<file path="config.mk">
export PLATFORM = sky130hd
export DESIGN_NAME = regbank_arbiter
export DESIGN_NICKNAME = d
export VERILOG_FILES = /design/src/rtl/regbank_pkg.sv /design/src/rtl/regbank_arbiter_rr.sv /design/src/rtl/regbank_arbiter.sv
export SDC_FILE = /design/constraint.sdc
export NUM_CORES = 1
export LEC_CHECK = 0
export CAP_MARGIN = 20
export CORE_ASPECT_RATIO = 1.4
export CORE_MARGIN = 2
export CORE_UTILIZATION = 60
export CTS_CLUSTER_SIZE = 12
export DETAILED_ROUTE_END_ITERATION = 12
export MAX_ROUTING_LAYER = met4
export PLACE_DENSITY = 0.95
export SLEW_MARGIN = 40
export SYNTH_ARGS = -nofsm -noshare
export SYNTH_HDL_FRONTEND = slang
export SYNTH_SLANG_ARGS = --single-unit
</file>
<file path="constraint.sdc">
create_clock -name clk -period 13.69 [get_ports clk]
set_clock_uncertainty 0.15 [all_clocks]
set_input_delay 1.369 -clock clk [delete_from_list [all_inputs] [get_ports clk]]
set_output_delay 1.369 -clock clk [all_outputs]
set_load 0.02 [all_outputs]
</file>
<file path="src/rtl/regbank_pkg.sv">
// Shared types and defaults for the configuration register bank arbiter.
// FSM encoding, default bank geometry and response error codes.
package regbank_pkg;

   typedef enum logic [1:0] {
      ST_IDLE   = 2'd0,
      ST_ACCESS = 2'd1,
      ST_RESP   = 2'd2
   } state_e;

   localparam int DEF_REG_COUNT = 16;
   localparam int DEF_LOCK_ADDR = 15;

   localparam logic ERR_OK    = 1'b0;
   localparam logic ERR_FAULT = 1'b1;

endpackage

</file>
<file path="src/rtl/regbank_arbiter_rr.sv">
// Two-requester round-robin grant logic, purely combinational.
// On contention the requester that was not granted last wins.
module rr_arbiter2 (
   input  logic [1:0] req_i,
   input  logic       last_grant_i,
   output logic [1:0] gnt_o
);

   always_comb begin
      gnt_o = req_i;
      if (req_i == 2'b11) begin
         gnt_o = last_grant_i ? 2'b01 : 2'b10;
      end
   end

endmodule

</file>
<file path="src/rtl/regbank_arbiter.sv">
// Two-port serialising arbiter for the shared configuration register bank.
// Optional port-1 write lock is enabled with `define REGBANK_WRITE_LOCK_EN.
module regbank_arbiter
   import regbank_pkg::*;
#(
   parameter int ADDR_WIDTH = 8,
   parameter int DATA_WIDTH = 8,
   parameter int REG_COUNT  = DEF_REG_COUNT,
   parameter int LOCK_ADDR  = DEF_LOCK_ADDR
) (
   input  logic                  clk,
   input  logic                  rst,
   input  logic                  p0_req_valid,
   output logic                  p0_req_ready,
   input  logic                  p0_req_write,
   input  logic [ADDR_WIDTH-1:0] p0_req_addr,
   input  logic [DATA_WIDTH-1:0] p0_req_wdata,
   output logic                  p0_rsp_valid,
   input  logic                  p0_rsp_ready,
   output logic [DATA_WIDTH-1:0] p0_rsp_rdata,
   output logic                  p0_rsp_err,
   input  logic                  p1_req_valid,
   output logic                  p1_req_ready,
   input  logic                  p1_req_write,
   input  logic [ADDR_WIDTH-1:0] p1_req_addr,
   input  logic [DATA_WIDTH-1:0] p1_req_wdata,
   output logic                  p1_rsp_valid,
   input  logic                  p1_rsp_ready,
   output logic [DATA_WIDTH-1:0] p1_rsp_rdata,
   output logic                  p1_rsp_err,
   output logic [DATA_WIDTH-1:0] ctrl_word,
   output logic                  busy
);

   localparam int IW = (REG_COUNT > 1) ? $clog2(REG_COUNT) : 1;
   localparam logic [31:0] REG_LIM = REG_COUNT;

   state_e                state_q;
   logic                  last_grant_q;
   logic                  port_q;
   logic                  write_q;
   logic [ADDR_WIDTH-1:0] addr_q;
   logic [DATA_WIDTH-1:0] wdata_q;
   logic [DATA_WIDTH-1:0] rdata_q;
   logic                  err_q;
   logic [1:0]            rsp_vld_q;
   logic [DATA_WIDTH-1:0] mem_q [REG_COUNT];

   logic [1:0]            gnt;
   logic                  in_range;
   logic                  locked;
   logic                  wr_reject;
   logic                  rsp_ack;
   logic [IW-1:0]         idx;
   logic                  sel_write;
   logic [ADDR_WIDTH-1:0] sel_addr;
   logic [DATA_WIDTH-1:0] sel_wdata;

   rr_arbiter2 u_arb (
      .req_i        ({p1_req_valid, p0_req_valid}),
      .last_grant_i (last_grant_q),
      .gnt_o        (gnt)
   );

   assign p0_req_ready = (state_q == ST_IDLE) & gnt[0];
   assign p1_req_ready = (state_q == ST_IDLE) & gnt[1];

   assign sel_write = gnt[1] ? p1_req_write : p0_req_write;
   assign sel_addr  = gnt[1] ? p1_req_addr  : p0_req_addr;
   assign sel_wdata = gnt[1] ? p1_req_wdata : p0_req_wdata;

   // Compare at full width so out-of-range addresses never alias.
   assign in_range = (32'(addr_q) < REG_LIM);
   assign idx      = addr_q[IW-1:0];

`ifdef REGBANK_WRITE_LOCK_EN
   localparam logic [IW-1:0] LOCK_IDX = IW'(LOCK_ADDR);
   assign locked = mem_q[LOCK_IDX][0];
`else
   logic unused_lock;
   assign unused_lock = (LOCK_ADDR == 0);
   assign locked      = 1'b0;
`endif

   // Only the DSP port is subject to the lock; the I2C host can always clear it.
   assign wr_reject = write_q & port_q & locked;
   assign rsp_ack   = port_q ? p1_rsp_ready : p0_rsp_ready;

   always_ff @(posedge clk or posedge rst) begin
      if (rst) begin
         state_q      <= ST_IDLE;
         last_grant_q <= 1'b1;
         port_q       <= 1'b0;
         write_q      <= 1'b0;
         addr_q       <= '0;
         wdata_q      <= '0;
         rdata_q      <= '0;
         err_q        <= ERR_OK;
         rsp_vld_q    <= '0;
         for (int i = 0; i < REG_COUNT; i++) begin
            mem_q[i] <= '0;
         end
      end else begin
         unique case (state_q)
            ST_IDLE: begin
               if (|gnt) begin
                  port_q       <= gnt[1];
                  last_grant_q <= gnt[1];
                  write_q      <= sel_write;
                  addr_q       <= sel_addr;
                  wdata_q      <= sel_wdata;
                  state_q      <= ST_ACCESS;
               end
            end
            ST_ACCESS: begin
               state_q   <= ST_RESP;
               rsp_vld_q <= port_q ? 2'b10 : 2'b01;
               if (!in_range || wr_reject) begin
                  err_q   <= ERR_FAULT;
                  rdata_q <= '0;
               end else if (write_q) begin
                  mem_q[idx] <= wdata_q;
                  err_q      <= ERR_OK;
                  rdata_q    <= '0;
               end else begin
                  err_q   <= ERR_OK;
                  rdata_q <= mem_q[idx];
               end
            end
            ST_RESP: begin
               if (rsp_ack) begin
                  state_q   <= ST_IDLE;
                  rsp_vld_q <= '0;
                  rdata_q   <= '0;
                  err_q     <= ERR_OK;
               end
            end
            default: state_q <= ST_IDLE;
         endcase
      end
   end

   assign p0_rsp_valid = rsp_vld_q[0];
   assign p1_rsp_valid = rsp_vld_q[1];
   assign p0_rsp_rdata = rsp_vld_q[0] ? rdata_q : '0;
   assign p1_rsp_rdata = rsp_vld_q[1] ? rdata_q : '0;
   assign p0_rsp_err   = rsp_vld_q[0] & err_q;
   assign p1_rsp_err   = rsp_vld_q[1] & err_q;

   assign ctrl_word = mem_q[0];
   assign busy      = (state_q != ST_IDLE);

endmodule

</file>
## After elaboration in Yosys (flattened, before gate mapping)

Index checks and enable logic that the tools add are counted.

- Bits in registers: 160
- Bits of input ports: 40
- Output and inout bits: 31
- Word-level logic and storage cells: 73

- Magnitude comparators: 3
- Equality and inequality tests: 5
- Muxes and demuxes: 26
- Bitwise logic cells: 5
- Reductions and logical operators: 9

Operators by type and width:

| operator | number |
|---|---|
| 128-bit bitwise mux | 1 |
| 8-bit two-way mux | 10 |
| 8-bit binary-select mux with 4-bit select | 1 |
| 8-bit demux with 4-bit select | 1 |
| 8-bit case mux with 2 select lines | 1 |
| 2-bit two-way mux | 5 |
| 8-bit by 5-bit < comparator with 1-bit output (second input constant) | 1 |
| 2-bit case mux with 3 select lines | 1 |
| 2-bit AND reduction | 3 |
| 5-bit >= comparator (second input constant) | 1 |
| 5-bit by 1-bit < comparator with 1-bit output (second input constant) | 1 |
| 4-bit NOT with 5-bit output | 1 |
| 1-bit bitwise AND | 4 |
| 2-bit == test (second input constant) | 2 |
| 1-bit two-way mux | 4 |
| 2-bit case mux with 2 select lines | 1 |
| 2-bit nonzero test | 2 |
| 3-bit AND reduction | 1 |
| 2-bit by 1-bit == test with 1-bit output (second input constant) | 1 |
| 2-bit logical NOT | 1 |
| 2-bit by 1-bit != test with 1-bit output (second input constant) | 1 |
| 2-bit != test (second input constant) | 1 |
| 1-bit case mux with 2 select lines | 1 |
| 2-bit OR reduction | 1 |
| 1-bit logical AND | 1 |

## Longest topological paths before layout

- Word-level depth: 7
- Depth in mapped cells: 6
- Depth with buffers taken out: 4

## Modules after synthesis

From an unflattened synthesis, not the netlist that was laid out.

- Cells, all modules: 522
- Area total of the unflattened synthesis: 7,374.6 sq um

Modules (own cells, without submodules):

| module | instances | cells an instance | area an instance (sq um) | seq. area each (sq um) |
|---|---|---|---|---|
| regbank_arbiter | 1 | 519 | 7,355.8 | 4,005.1 |
| rr_arbiter2 | 1 | 3 | 18.8 | 0.0 |

## Least setup slack after synthesis

No wires, ideal clock.

- Kind: input -> output
- From: input port p1_req_valid
- To: output port p1_req_ready
- Arrival time: 2.198 ns
- Data required time: 12.171 ns
- Path slack: 9.973 ns
- Stages: 3
- Buffers on the path: 1
- Path through: a21boi_0 -> buf_1 -> and2_1

- Longest elaborated chain between the ends: 3

RTL lines:

| what | line | RTL |
|---|---|---|
| from (decl) | regbank_arbiter.sv:22 | `input logic p1_req_valid,` |
| 2-bit == test | regbank_arbiter_rr.sv:11 | `if (req_i == 2'b11) begin` |
| 2-bit two-way mux (*) | regbank_arbiter_rr.sv:11 |  |
| 1-bit bitwise AND (*) | regbank_arbiter.sv:66 | `assign p1_req_ready = (state_q == ST_IDLE) & gnt[1];` |
| to (decl) | regbank_arbiter.sv:23 | `output logic p1_req_ready,` |

Mark *: on every way between the ends. The rest lies on a longest branch, timed or not.

## Worst setup path after layout

Ends and elaborated chain as after synthesis.

==> metrics.md <==
| Metric | Value |
|---|---|
| Status | `finished, final reports clean` |
| Core area | `about 0.012 mm²` |
| Worst min path class | `reg -> reg` |
| Syn_nets | `around 570` |
| Pint | `~0.00096 W` |
| Starting density of the core | `about three fifths` |
| Routed Antenna Nets | `0` |
| Clock share of power | `32.2%` |
| Post-synth EDFFs | `0` |
| Nature of the critical path endpoint | `output port` |
| CP dominant cell by count | `clkdlybuf4s50_1` |
| Num ports | `slightly above 70` |
| Share of cells above drive strength 1 | `between 30 and 40%` |
| Die Y-Extent | `between 100 and 150 µm` |
| Crit path cell chain | `clkdlybuf4s50_1 -> a21boi_2 -> and2_1 -> clkdlybuf4s50_1` |
| Total power | `between 0.001 and 0.0015 W` |
| First-pass GRT wire length | `28200 µm` |
| Comb pwr share | `between 20 and 25%` |
| Most frequent cells in the layout | `dfrtp_1, mux2_2, clkdlybuf4s50_1, mux4_2, nand2_1` |
| Tmin final | `roughly 4400 ps` |
| Worst-Margin Slew | `approximately 770 ps` |
| CP max-delay cell | `clkdlybuf4s50_1` |
| Post-DP Area | `0.00820 mm²` |
| CTS Buffer Depth | `2` |
| Via count | `a little under 5k` |
| Die area | `0.0134 mm²` |
| Flops & latches, synth | `160` |
| Most common cell after layout, fill and taps aside | `dfrtp_1` |
| Global route overflow | `0` |
| DR pass1 iterations | `7` |
| Final Hold Violating Endpoints | `0` |
| DR WL/cell | `23.6 µm` |
| Switching part of the total power | `32.8%` |
| Clock transition at path regs | `roughly 60 ps` |
| Port bufs | `70` |
| Ys flop type | `dfrtp_1` |
| Max-Slew Margin vs Limit | `between 40% and 50%` |
| CTS sink cnt | `160` |
| Starting DRT DRC Count | `295` |
| Peak Freq | `228 MHz` |
| Maxcap violations | `0` |
| Tcrit/Tclk final | `between 30% and 40%` |
| CP peak stage delay | `between 600 and 700 ps` |
| Die width | `roughly 98 µm` |
| CP required | `12170 ps` |
| DPL Wire Length | `~11000 µm` |
| P_sw | `around 0.00047 W` |
| Register area share after synthesis | `53.7%` |
| Nets | `between 600 and 700` |
| Final Cell Area | `slightly below 0.009 mm²` |
| Area Overhead vs Synth | `17.8%` |
| Final Wtd Congestion | `roughly 0.90` |
| PostCTS Resize Cnt | `0` |
| TNS Setup | `0 ps` |
| Crit-path max FO | `4` |
| GRT Resource Usage Total | `approximately 29%` |
| Cell Area, Synth | `roughly 0.0075 mm²` |
| Worst VDD drop | `between 0.1 and 0.15 mV` |
| Syn avg cell area | `between 10 and 15 µm²` |
| Unrepaired setup endpoints after global routing | `no` |
| CTS tree | `built` |
| Cts hold-fix bufs | `0` |
| Clk_lat worst skew | `420 ps` |
| Site Rows | `between 40 and 50` |
| Htree depth | `4` |
| # fillers | `roughly 730` |
| Final setup fails | `0` |
| Min Hold Slack | `between 300 and 400 ps` |
| Seq pwr share | `between 40 and 50%` |
| Setup CP Type | `in -> out` |
| Pins over their slew limit | `0` |
| Cell variety after synth | `37` |
| PD cells | `163 mW/mm²` |
| Asr flop ratio synth | `100%` |
| CTS Root Cell | `clkbuf_16` |
| DP Cell Count | `717` |
| Vias per cell | `about 6.5` |
| N_diodes | `0` |
| DRC viols | `0` |
| Final WL | `roughly 18000 µm` |
| Startpoint types | `primary input` |
| Cell count after synthesis | `roughly 530` |
| Yosys warns | `0` |
| Post-CTS Setup Bufs | `0` |
| CTS Buf Count | `17` |
| Post-route insts no fill | `747` |
| Vias in the first global route | `approximately 5.2k` |
| Pin count of the biggest net entering global routing | `88` |
| Critical Path AT | `2870 ps` |
| LEAKAGE | `approximately 4.1 nW` |
| Initial antenna violation count | `0` |
-- sequential cells by signal, indices dropped and copies added, names as in the netlist --
signal,count
mem_q,120
write_q,1
wdata_q,8
err_q,1
ctrl_word,8
rsp_vld_q,2
state_q,2
port_q,1
rdata_q,8
last_grant_q,1
addr_q,8
-- power groups by stage --
stage	sequential (W)	combinational (W)	clock [W]
after floorplan	0.000587	0.000266	0
after global placement	0.000639	0.000296	0
after detailed placement	0.000653	0.000308	0
after CTS	0.000648	0.000316	0.000465
after global routing	0.000662	0.000343	0.000485
final	0.000653	0.000317	0.000460
-- area by class of cell --
type | instances | area, µm² | share of cell area [%]
inverters | 5 | 26.3 | 0.299
well taps | 150 | 188 | 2.13
clock buffers | 25 | 495 | 5.63
multi-input cells | 327 | 3260 | 37.0
repair buffers | 75 | 742 | 8.44
clock inverters | 5 | 78.8 | 0.896
flip-flops and latches | 160 | 4010 | 45.6
-- worst max-delay path: cells and delay by family --
family | cells | cell delay, ps
buffers and inverters | 2 | 1130
AOI/OAI and AO/OA | 1 | 200
and+or+nand+nor | 1 | 160
-- metrics by stage --
stage / util [%] / setup WS (ps)
after floorplan: - / 7850
after global placement: 66.9 / 9370
after detailed placement: 66.9 / 9310
final: 71.8 / 9310
after global routing: 71.8 / 9260
after CTS: 71.6 / 9300
-- final timing paths --
path                         startpoint            to  slack [ps]  cells past startpoint
min in group asynchronous           rst     mem_q[89]        1280                      2
setup / recovery           p1_req_valid  p1_req_ready        9310                      4
setup reg to reg              addr_q[3]     mem_q[24]       10950                      4
max in group asynchronous           rst     addr_q[0]       11000                      3
hold / removal                mem_q[53]     mem_q[53]         350                      1
hold reg to reg               mem_q[53]     mem_q[53]         350                      1
-- synthesized netlist by cell type (2+ instances only) --
master | n | share of area [%]
dfrtp_1 | 159 | 53
mux2_2 | 132 | 20
mux4_2 | 32 | 9.7
nand2_1 | 25 | 1.3
a21oi_1 | 21 | 1.4
clkbuf_1 | 21 | 1.1
and2_1 | 20 | 1.7
nor2_1 | 19 | 0.96
mux2i_1 | 17 | 2.3
nand4_1 | 12 | 1.0
buf_4 | 10 | 1.0
buf_2 | 8 | 0.54
nand2_2 | 8 | 0.67
inv_1 | 5 | 0.25
mux2_1 | 5 | 0.75
nand3_1 | 5 | 0.34
nor2b_1 | 5 | 0.42
a22oi_1 | 4 | 0.40
and4_1 | 2 | 0.23
buf_1 | 2 | 0.10
nand2b_1 | 2 | 0.17
nor3b_1 | 2 | 0.20
nor4_4 | 2 | 0.57
o21ai_0 | 2 | 0.13
-- cell families after synthesis --
| group | Yosys count | share of synthesized area (%) |
|---|---|---|
| muxes | 186 | 32.6 |
| DFF | 160 | 53.7 |
| and+or+nand+nor | 109 | 8.33 |
| buffers and inverters | 46 | 2.95 |
| AOI/OAI and AO/OA | 32 | 2.43 |
-- per-layer routing --
metal / up-vias / GRT usage, % / routed length (µm)
li1: 2039 / - / -
met1: 2505 / 32.2 / 6340
met2: 218 / 48.8 / 9440
met3: 86 / 7.04 / 1060
met4: 0 / 14.7 / 798
met5: - / - / 0
No activity file was read; power rests on OpenSTA's default activity.
